[src/rtl/securepuf_axi_pkg.sv]
// securepuf_axi_pkg: shared burst/response types and FSM encodings for the securePUF AXI4 slave
package securepuf_axi_pkg;
  typedef enum logic [1:0] {FIXED = 2'd0, INCR = 2'd1, WRAP = 2'd2} burst_t;
  localparam logic [1:0] OKAY = 2'b00;
  localparam logic [1:0] SLVERR = 2'b10;
  typedef enum logic [1:0] {W_IDLE, W_DATA, W_RESP} w_state_t;
  typedef enum logic {R_IDLE, R_DATA} r_state_t;
  function automatic logic is_wrap_len_legal(input logic [7:0] len);
    return len inside {8'd1, 8'd3, 8'd7, 8'd15};
  endfunction
endpackage

[src/rtl/securepuf_axi_addr_gen.sv]
// securepuf_axi_addr_gen: next beat address for FIXED/INCR/WRAP bursts
module securepuf_axi_addr_gen
  import securepuf_axi_pkg::*;
#(
  parameter int ADDR_W = 12
) (
  input  logic [ADDR_W-1:0] addr,
  input  logic [2:0]        size,
  input  logic [7:0]        len,
  input  logic [1:0]        burst,
  output logic [ADDR_W-1:0] nxt
);
  logic [ADDR_W-1:0] bytes, mask, incr;
  always_comb begin
    bytes = ADDR_W'(1) << size;
    mask = (ADDR_W'({1'b0, len} + 9'd1) << size) - ADDR_W'(1);
    incr = addr + bytes;
    nxt = (burst == FIXED) ? addr :
          (burst == WRAP && is_wrap_len_legal(len)) ? (addr & ~mask) | (incr & mask) : incr;
  end
endmodule

[src/rtl/securepuf_axi4_burst_mem.sv]
// securepuf_axi4_burst_mem: AXI4 burst slave over an on-chip word memory with independent read/write FSMs
module securepuf_axi4_burst_mem
  import securepuf_axi_pkg::*;
#(
  parameter int DATA_W = 32,
  parameter int ADDR_W = 12,
  parameter int ID_W = 4,
  parameter int MEM_DEPTH = 64
) (
  input  logic                s00_axi_aclk,
  input  logic                s00_axi_areset,
  input  logic [ID_W-1:0]     s00_axi_awid,
  input  logic [ADDR_W-1:0]   s00_axi_awaddr,
  input  logic [7:0]          s00_axi_awlen,
  input  logic [2:0]          s00_axi_awsize,
  input  logic [1:0]          s00_axi_awburst,
  input  logic                s00_axi_awvalid,
  output logic                s00_axi_awready,
  input  logic [DATA_W-1:0]   s00_axi_wdata,
  input  logic [DATA_W/8-1:0] s00_axi_wstrb,
  input  logic                s00_axi_wlast,
  input  logic                s00_axi_wvalid,
  output logic                s00_axi_wready,
  output logic [ID_W-1:0]     s00_axi_bid,
  output logic [1:0]          s00_axi_bresp,
  output logic                s00_axi_bvalid,
  input  logic                s00_axi_bready,
  input  logic [ID_W-1:0]     s00_axi_arid,
  input  logic [ADDR_W-1:0]   s00_axi_araddr,
  input  logic [7:0]          s00_axi_arlen,
  input  logic [2:0]          s00_axi_arsize,
  input  logic [1:0]          s00_axi_arburst,
  input  logic                s00_axi_arvalid,
  output logic                s00_axi_arready,
  output logic [ID_W-1:0]     s00_axi_rid,
  output logic [DATA_W-1:0]   s00_axi_rdata,
  output logic [1:0]          s00_axi_rresp,
  output logic                s00_axi_rlast,
  output logic                s00_axi_rvalid,
  input  logic                s00_axi_rready
);
  localparam int BW = DATA_W / 8;
  localparam int LB = $clog2(BW);
  localparam int IW = $clog2(MEM_DEPTH);
  localparam logic [ADDR_W:0] LIMIT = (ADDR_W+1)'(MEM_DEPTH * BW);
  logic clk, rst;
  assign clk = s00_axi_aclk;
  assign rst = s00_axi_areset;
  function automatic logic in_range(input logic [ADDR_W-1:0] a);
    return {1'b0, a} < LIMIT;
  endfunction
  function automatic logic beat_err(input logic [ADDR_W-1:0] a, input logic [2:0] s, input logic [7:0] l, input logic [1:0] b);
    return !in_range(a) || (s > 3'(LB)) || (b == WRAP && !is_wrap_len_legal(l));
  endfunction
  function automatic logic [IW-1:0] widx(input logic [ADDR_W-1:0] a);
    return a[LB+IW-1:LB];
  endfunction
  logic [DATA_W-1:0] mem [MEM_DEPTH];
  w_state_t w_state, w_next;
  logic [ID_W-1:0] w_id;
  logic [ADDR_W-1:0] w_addr, w_nxt;
  logic [7:0] w_len;
  logic [2:0] w_size;
  logic [1:0] w_burst;
  logic [8:0] w_cnt;
  logic w_err, aw_hs, w_hs, w_over, w_we;
  assign aw_hs = s00_axi_awvalid && s00_axi_awready;
  assign w_hs = s00_axi_wvalid && s00_axi_wready;
  assign w_over = w_cnt > {1'b0, w_len};
  assign w_we = w_hs && !rst && !w_over && in_range(w_addr);
  securepuf_axi_addr_gen #(.ADDR_W(ADDR_W)) u_wag (
    .addr(w_addr), .size(w_size), .len(w_len), .burst(w_burst), .nxt(w_nxt)
  );
  always_ff @(posedge clk) w_state <= rst ? W_IDLE : w_next;
  always_comb
    w_next = (w_state == W_IDLE) ? (aw_hs ? W_DATA : W_IDLE) :
             (w_state == W_DATA) ? ((w_hs && s00_axi_wlast) ? W_RESP : W_DATA) :
             (s00_axi_bready ? W_IDLE : W_RESP);
  always_comb begin
    s00_axi_awready = (w_state == W_IDLE) && !rst;
    s00_axi_wready = w_state == W_DATA;
    s00_axi_bvalid = w_state == W_RESP;
    s00_axi_bid = s00_axi_bvalid ? w_id : '0;
    s00_axi_bresp = (s00_axi_bvalid && w_err) ? SLVERR : OKAY;
  end
  // counter saturates at 256 so an overrun past len=255 is still seen as over
  always_ff @(posedge clk) begin
    if (rst) begin
      w_id <= '0;
      w_addr <= '0;
      w_len <= '0;
      w_size <= '0;
      w_burst <= '0;
      w_cnt <= '0;
      w_err <= 1'b0;
    end else if (aw_hs) begin
      w_id <= s00_axi_awid;
      w_addr <= s00_axi_awaddr;
      w_len <= s00_axi_awlen;
      w_size <= s00_axi_awsize;
      w_burst <= s00_axi_awburst;
      w_cnt <= '0;
      w_err <= 1'b0;
    end else if (w_hs) begin
      w_addr <= w_nxt;
      w_cnt <= w_cnt + {8'd0, ~w_cnt[8]};
      w_err <= w_err || beat_err(w_addr, w_size, w_len, w_burst) || w_over ||
               (s00_axi_wlast && w_cnt < {1'b0, w_len});
    end
  end
  always_ff @(posedge clk)
    if (w_we)
      for (int i = 0; i < BW; i++)
        if (s00_axi_wstrb[i]) mem[widx(w_addr)][8*i +: 8] <= s00_axi_wdata[8*i +: 8];
  r_state_t r_state, r_next;
  logic [ID_W-1:0] r_id;
  logic [ADDR_W-1:0] r_addr, r_nxt, r_ld;
  logic [7:0] r_len, r_cnt, r_ll;
  logic [2:0] r_size, r_ls;
  logic [1:0] r_burst, r_lb;
  logic ar_hs, r_hs, r_load, r_lerr;
  assign ar_hs = s00_axi_arvalid && s00_axi_arready;
  assign r_hs = s00_axi_rvalid && s00_axi_rready;
  assign r_load = ar_hs || (r_hs && !s00_axi_rlast);
  securepuf_axi_addr_gen #(.ADDR_W(ADDR_W)) u_rag (
    .addr(r_addr), .size(r_size), .len(r_len), .burst(r_burst), .nxt(r_nxt)
  );
  always_ff @(posedge clk) r_state <= rst ? R_IDLE : r_next;
  always_comb
    r_next = (r_state == R_IDLE) ? (ar_hs ? R_DATA : R_IDLE) :
             ((r_hs && s00_axi_rlast) ? R_IDLE : R_DATA);
  always_comb begin
    s00_axi_arready = (r_state == R_IDLE) && !rst;
    s00_axi_rvalid = r_state == R_DATA;
    s00_axi_rlast = s00_axi_rvalid && (r_cnt == r_len);
    s00_axi_rid = s00_axi_rvalid ? r_id : '0;
  end
  // the beat being loaded comes straight from AR on the first beat, else from the address generator
  always_comb begin
    r_ld = ar_hs ? s00_axi_araddr : r_nxt;
    r_ls = ar_hs ? s00_axi_arsize : r_size;
    r_ll = ar_hs ? s00_axi_arlen : r_len;
    r_lb = ar_hs ? s00_axi_arburst : r_burst;
    r_lerr = beat_err(r_ld, r_ls, r_ll, r_lb);
  end
  always_ff @(posedge clk) begin
    if (rst) begin
      r_id <= '0;
      r_addr <= '0;
      r_len <= '0;
      r_size <= '0;
      r_burst <= '0;
      r_cnt <= '0;
      s00_axi_rdata <= '0;
      s00_axi_rresp <= OKAY;
    end else begin
      if (ar_hs) begin
        r_id <= s00_axi_arid;
        r_addr <= s00_axi_araddr;
        r_len <= s00_axi_arlen;
        r_size <= s00_axi_arsize;
        r_burst <= s00_axi_arburst;
        r_cnt <= '0;
      end else if (r_load) begin
        r_addr <= r_nxt;
        r_cnt <= r_cnt + 8'd1;
      end
      if (r_load) begin
        s00_axi_rdata <= in_range(r_ld) ? mem[widx(r_ld)] : '0;
        s00_axi_rresp <= r_lerr ? SLVERR : OKAY;
      end
    end
  end
endmodule

[config.mk]
export PLATFORM = sky130hd
export DESIGN_NAME = securepuf_axi4_burst_mem
export DESIGN_NICKNAME = d
export VERILOG_FILES = /design/src/rtl/securepuf_axi_pkg.sv /design/src/rtl/securepuf_axi_addr_gen.sv /design/src/rtl/securepuf_axi4_burst_mem.sv
export SDC_FILE = /design/constraint.sdc
export NUM_CORES = 2
export LEC_CHECK = 0
export ABC_CLOCK_PERIOD_IN_PS = 8360
export CAP_MARGIN = 5
export CORE_MARGIN = 2
export CORE_UTILIZATION = 30
export DETAILED_ROUTE_END_ITERATION = 16
export HOLD_SLACK_MARGIN = 0.08
export PLACE_DENSITY = 0.45
export RECOVER_POWER = 25
export SYNTH_ARGS = -nofsm -noshare
export SYNTH_HDL_FRONTEND = slang
export SYNTH_HIERARCHICAL = 1
export SYNTH_SLANG_ARGS = --single-unit
[constraint.sdc]
create_clock -name s00_axi_aclk -period 8.36 [get_ports s00_axi_aclk]
set_clock_uncertainty 0.05 [all_clocks]
set_input_delay 0.836 -clock s00_axi_aclk [delete_from_list [all_inputs] [get_ports s00_axi_aclk]]
set_output_delay 0.836 -clock s00_axi_aclk [all_outputs]
set_load 0.01 [all_outputs]
# After elaboration in Yosys (flattened, before gate mapping)
# Memory sizes are Yosys's and may differ from the RTL's.
# Index checks and enable logic that the tools add are counted.
[word_totals] ff_bits=113 ramBits=2048 in_bits=102 wordCells=147 n_memories=1
[mem_list] name="mem" words=64 word_bits=32 read_ports=1 rd_ports_with_merged_regs=0 write_ports=1 line="securepuf_axi4_burst_mem.sv:58" source="logic [DATA_W-1:0] mem [MEM_DEPTH];"
[op_classes] n_addsub=8 n_lt_le_gt_ge=6 n_eq_ne=19 shifts=4 n_mux=37 n_bitwise=10 n_reduce_logical=45
[op_table] cell="$mux W12" count=9
[op_table] cell="$and A12 B12 Y12" count=4
[op_table] cell="$mux W32" count=1
[op_table] cell="$add A12 B12 Y12" count=2
[op_table] cell="$eq A8 B1 Y1 const B" count=3
[op_table] cell="$eq A8 B2 Y1 const B" count=3
[op_table] cell="$eq A8 B3 Y1 const B" count=3
[op_table] cell="$eq A8 B4 Y1 const B" count=3
[op_table] cell="$lt A12 B9 Y1 const B" count=2
[op_table] cell="$not A12 Y12" count=2
[op_table] cell="$or A12 B12 Y12" count=2
[op_table] cell="$shl A1 B3 Y12 const A" count=2
[op_table] cell="$shl A12 B3 Y12" count=2
[op_table] cell="$sub A12 B1 Y12 const B" count=2
[op_table] cell="$logic_and A1 B1 Y1" count=19
[op_table] cell="$add A8 B1 Y9 const B" count=2
[op_table] cell="$mux W1" count=16
[op_table] cell="$mux W2" count=7
[op_table] cell="$reduce_bool A4 Y1" count=3
[op_table] cell="$add A9 B1 Y9" count=1
[op_table] cell="$gt A9 B8 Y1" count=1
[op_table] cell="$lt A9 B8 Y1" count=1
[op_table] cell="$add A8 B1 Y8 const B" count=1
[op_table] cell="$eq A2 B2 Y1 const B" count=4
[op_table] cell="other kinds (14)" count=34

# Longest topological paths before layout
[logic_depth] depth_word=14 ltp_mapped=21 mapped_depth_nobuf=18

# Cells and area by module
# The synthesis kept the hierarchy.
[by_module_without_submodules] module="securepuf_axi4_burst_mem" n_inst=1 cells_per_inst=6060 area_each_um2=85807.3
[by_module_without_submodules] module="securepuf_axi_addr_gen at u_rag" n_inst=1 cells_per_inst=255 area_each_um2=1818.0
[by_module_without_submodules] module="securepuf_axi_addr_gen at u_wag" n_inst=1 cells_per_inst=220 area_each_um2=1480.2

# Worst setup path before layout
# OpenSTA, ideal clock, no wires.
[synth_path] kind="flip-flop to flip-flop" start="reg r_size[2]" end="reg s00_axi_rdata[6]" t_arrival_ns=4.494 required_ns=8.252 path_slack_ns=3.758 stages_incl_launch_ff=21 path_buffers=3 synth_period_minus_slack_ns=4.602 cell_sequence="dfxtp_1 > clkbuf_1 > clkbuf_1 > nor3_1 > ha_1 > fa_1 > a21o_1 > a21oi_1 > nor2b_1 > o31ai_1 > a211o_1 > nor4b_1 > nor3_1 > nand3_1 > or2_2 > a211oi_1 > o2111ai_2 > clkbuf_1 > o21bai_1 > o211ai_1 > a211o_1"
[synth_via] elab_chain_cells=10
[synth_rtl] item="start: declaration" line="securepuf_axi4_burst_mem.sv:119" source="logic [2:0] r_size, r_ls;"
[synth_rtl] item="start signal: assignment" line="securepuf_axi4_burst_mem.sv:161" source="r_size <= s00_axi_arsize;"
[synth_rtl] item="$shl A12 B3 Y12" line="securepuf_axi_addr_gen.sv:16" source="mask = (ADDR_W'({1'b0, len} + 9'd1) << size) - ADDR_W'(1);"
[synth_rtl] item="$sub A12 B1 Y12" line="securepuf_axi_addr_gen.sv:16"
[synth_rtl] item="$not A12 Y12" line="securepuf_axi_addr_gen.sv:19" source="(burst == WRAP && is_wrap_len_legal(len)) ? (addr & ~mask) | (incr & mask) : incr;"
[synth_rtl] item="$and A12 B12 Y12" line="securepuf_axi_addr_gen.sv:19"
[synth_rtl] item="$or A12 B12 Y12" line="securepuf_axi_addr_gen.sv:19"
[synth_rtl] item="$mux W12 *" line="securepuf_axi_addr_gen.sv:19"
[synth_rtl] item="$mux W12 *" line="securepuf_axi_addr_gen.sv:18" source="nxt = (burst == FIXED) ? addr :"
[synth_rtl] item="net r_nxt[10]" line="securepuf_axi4_burst_mem.sv:117" source="logic [ADDR_W-1:0] r_addr, r_nxt, r_ld;"
[synth_rtl] item="$mux W12 *" line="securepuf_axi4_burst_mem.sv:140" source="r_ld = ar_hs ? s00_axi_araddr : r_nxt;"
[synth_rtl] item="$lt A12 B9 Y1 *" line="securepuf_axi4_burst_mem.sv:50" source="return {1'b0, a} < LIMIT;"
[synth_rtl] item="$mux W32 *" line="securepuf_axi4_burst_mem.sv:169" source="s00_axi_rdata <= in_range(r_ld) ? mem[widx(r_ld)] : '0;"
[synth_rtl] item="end signal: assignment" line="securepuf_axi4_burst_mem.sv:169"
[synth_rtl] item="end: declaration" line="securepuf_axi4_burst_mem.sv:36" source="output logic [DATA_W-1:0] s00_axi_rdata,"
# The timed path passes the listed nets; every way through them passes the cells marked *.
# A chain may end at the register's enable or synchronous reset.

# Final worst setup path
[layout_path] start="reg r_size[2]" end="reg s00_axi_rdata[31]"
# The elaborated chain is that of the path after synthesis.

==> impl_metrics.env <==
export IMPL_vias=57026
export IMPL_ctsResizeCount=0
export IMPL_finalHoldViolCount=0
export IMPL_syn_inst=6535
export IMPL_port_buffer_count=149
export IMPL_setup_violations=0
export IMPL_cts_hold_buffers_added=0
export IMPL_cts_sinks=2160
export IMPL_hp_class="in2reg"
export IMPL_reg2reg_depth=18
export IMPL_drv_cap=27
export IMPL_instances_no_fill=10814
export IMPL_fin_crit_ps=6640
export IMPL_status="finished with violations"
export IMPL_multiInputGateArea_um2=23200
export IMPL_final_fill_count=28804
export IMPL_syn_area_um2=89100
export IMPL_power_leakage_nw=32.5
export IMPL_first_pass_iters=12
export IMPL_r2r_end="s00_axi_rdata[31]"
export IMPL_core_um2=296000
export IMPL_ys_ff_latch=2160
export IMPL_worstPathArrival_ps=7400
export IMPL_numCtsBuffers=233
export IMPL_cp_num_buf_inv=2
export IMPL_grt_pass1_vias=54096
export IMPL_synth_top_area_cell="edfxtp_1"
export IMPL_dieArea_um2=301000
export IMPL_synth_common_cells="2048 x edfxtp_1, 1350 x nand2_1, 446 x nand3_1, 388 x nor2_1, 261 x mux2i_1"
export IMPL_synth_edf_count=2048
export IMPL_whs_path_depth=2
export IMPL_crit_required_ps=9120
export IMPL_synth_avg_cell_area_um2=13.6
export IMPL_ant_nets=0
export IMPL_cts_clk_slew_worst_paths_ps=60
export IMPL_min_to="r_len[3]"
export IMPL_rsz0062_at_grt="no"
export IMPL_yosys_warnings=6
export IMPL_slowest_stage="dfxtp_1"
export IMPL_viasPerCell=5.27
export IMPL_cts_root_buf="clkbuf_16"
export IMPL_setup_tns_ps=0
export IMPL_clock_latency_ps=910
export IMPL_ir_drop_uv=166
export IMPL_wirelength_um=317000
export IMPL_violations="capacitance limit, slew limit"
export IMPL_fin_nets=6785
export IMPL_dp_final_hpwl_um=196000
export IMPL_reg2reg_slack_ps=1720
export IMPL_slew_headroom_pct=-161
export IMPL_timing_rr_start="r_size[2]"
export IMPL_async_flop_share_pct=0
export IMPL_fp_row_count=200
export IMPL_timing_final_crit_share_pct=79.4
export IMPL_overflow=0
export IMPL_antenna_found_initial=37
export IMPL_first_iter_violations=6248
export IMPL_hp_start="s00_axi_areset"
export IMPL_grt_pass1_wl_um=438000
export IMPL_yosysTopAreaCellShare_pct=69.0
export IMPL_grt_max_degree=126
export IMPL_die_x_um=549
export IMPL_drive_above_1_share_pct=9.53
export IMPL_drcViolationCount=0
export IMPL_synth_cell_types=104
export IMPL_synth_most_common_cell="edfxtp_1"
export IMPL_slew_violations=1756
export IMPL_final_seq_area_um2=63700
export IMPL_tritoncts="built"
export IMPL_ys_flop_type="edfxtp_1"
export IMPL_cts_buffer_depth=4
export IMPL_dp_cells=10351
export IMPL_crit_chain="inv_1 -> nand2_1 -> nor2_1 -> ha_1 -> a21oi_1 -> nor2b_1 -> o31a_1 -> o211ai_1 -> nor3_1 -> a221oi_1 -> nand3_1 -> or3_1 -> a21oi_1 -> o21a_1 -> nand2_2 -> buf_4 -> a31oi_1 -> or3_1"
export IMPL_grt_usage_pct=20.5
export IMPL_cp_end_kind="flip-flop"
export IMPL_yosysSeqAreaShare_pct=71.5
export IMPL_fmax_mhz=151
export IMPL_worstPathMaxFanout=22
export IMPL_power_density_nw_per_um2=242
export IMPL_final_util_pct=34.5
export IMPL_routedWlPerCell_um=29.3
export IMPL_routabilityCongestion=0.839
export IMPL_critical_path_max_stage_delay_ps=830
export IMPL_synth_area_leaders="edfxtp_1 69%, nand2_1 5.7%, mux2i_1 2.9%"
export IMPL_crit_family="compound AO/OA/AOI/OAI gates"
export IMPL_syn_to_final_growth_pct=14.7
export IMPL_io_pin_count=152
export IMPL_critPathKind="reg2reg"
export IMPL_worst_pin_slew_ps=3920
export IMPL_start_util_pct=30.1
export IMPL_cts_htree_levels=4
export IMPL_postCtsSetupBuffers=0
export IMPL_startpoint_type="flip-flop"
export IMPL_die_height_um=549
## layer usage
metal,wire (µm),up-vias,global-route usage [%]
li1,-,24934,-
met1,137000,29376,28.4
met2,144000,2227,31.6
met3,24200,467,4.21
met4,11300,22,7.24
met5,251,-,0.237
## final cells by class
type | instances | area share [%]
antenna | 44 | 0.108
clock inverter | 121 | 0.954
clock buffer | 297 | 5.97
timing repair buffer | 309 | 2.63
sequential | 2160 | 62.4
multi-input combinational | 3823 | 22.7
inverter | 121 | 0.444
tap | 3939 | 4.82
## cell families after synthesis
kind of cell	Yosys count	synth area share, %
AND/OR/NAND/NOR	2507	12.3
buffers and inverters	553	2.64
other	1	0.00421
XOR/XNOR	53	0.521
multiplexers	383	5.72
flip-flops	2160	71.5
adder cells (fa/ha/maj)	35	0.508
AO/OA/AOI/OAI	843	6.82
## cell usage in the layout, fill, tap and decap left out, types with 26 or more instances in the layout
master and count:
buf_4 111, ha_1 33, clkinv_2 32, clkbuf_1 89, mux2i_1 256, nor2_1 383
dfxtp_1 112, diode_2 44, a31oi_1 172, nor3_1 28, nand3_1 446, clkbuf_16 233
o21ai_0 61, a311oi_1 36, nand4_1 112, xnor2_1 28, buf_2 33, a2111oi_0 28
or3_1 26, nand2_1 1345, a22oi_1 37, inv_1 119, a211oi_1 204, a21oi_1 109
mux4_2 98, clkinv_1 62, edfxtp_1 2048, clkdlybuf4s50_1 116
## how the worst max path moves through the flow
stage / from / endpoint / slack [ps] / depth (start not counted)
floorplan: r_size[2] / s00_axi_rdata[6] / 3760 / 20
global placement: r_len[0] / s00_axi_rdata[15] / 1850 / 17
detailed placement: r_len[0] / s00_axi_rdata[26] / 1820 / 15
CTS: r_len[0] / s00_axi_rdata[26] / 1800 / 15
global route: r_len[0] / s00_axi_rdata[31] / 1430 / 18
finish: r_size[2] / s00_axi_rdata[31] / 1720 / 18
## registers in the layout, summed over array words and instances, names as in the netlist, 4 cells and up
name / count
w_addr: 12
r_cnt: 8
w_id: 4
s00_axi_rdata: 32
mem: 2048
r_addr: 12
r_id: 4
w_cnt: 9
r_len: 8
w_len: 8
## worst reg2reg max path, cell delays in order (launching register included)
cell and delay, ps:
dfxtp_1 830, inv_1 310, nand2_1 290, nor2_1 70, ha_1 320, a21oi_1 250, nor2b_1 100, o31a_1 300
o211ai_1 380, nor3_1 80, a221oi_1 330, nand3_1 200, or3_1 400, a21oi_1 830, o21a_1 300, nand2_2 600
buf_4 500, a31oi_1 310, or3_1 150
## report_power, final
group / switching, W / total, W / internal [W] / leakage (nW)
Combinational: 0.00206 / 0.00289 / 0.000831 / 9.77
Clock: 0.00430 / 0.00985 / 0.00555 / 3.45
Sequential: 0.0000774 / 0.0120 / 0.0119 / 19.3
## stage by stage
| stage | setup WS, ps | hold WS [ps] | power [W] | cell area, µm² |
|---|---|---|---|---|
| 2_1_floorplan | 3760 | 395 | 0.0137 | 89100 |
| 3_3_place_gp | 1850 | 399 | 0.0151 | 95100 |
| 3_5_place_dp | 1820 | 417 | 0.0151 | 95100 |
| 4_1_cts | 1800 | 322 | 0.0249 | 102000 |
| 5_1_grt | 1430 | 376 | 0.0254 | 102000 |
| 6_report | 1720 | 377 | 0.0247 | 102000 |
(Power assumes the default switching activity.)
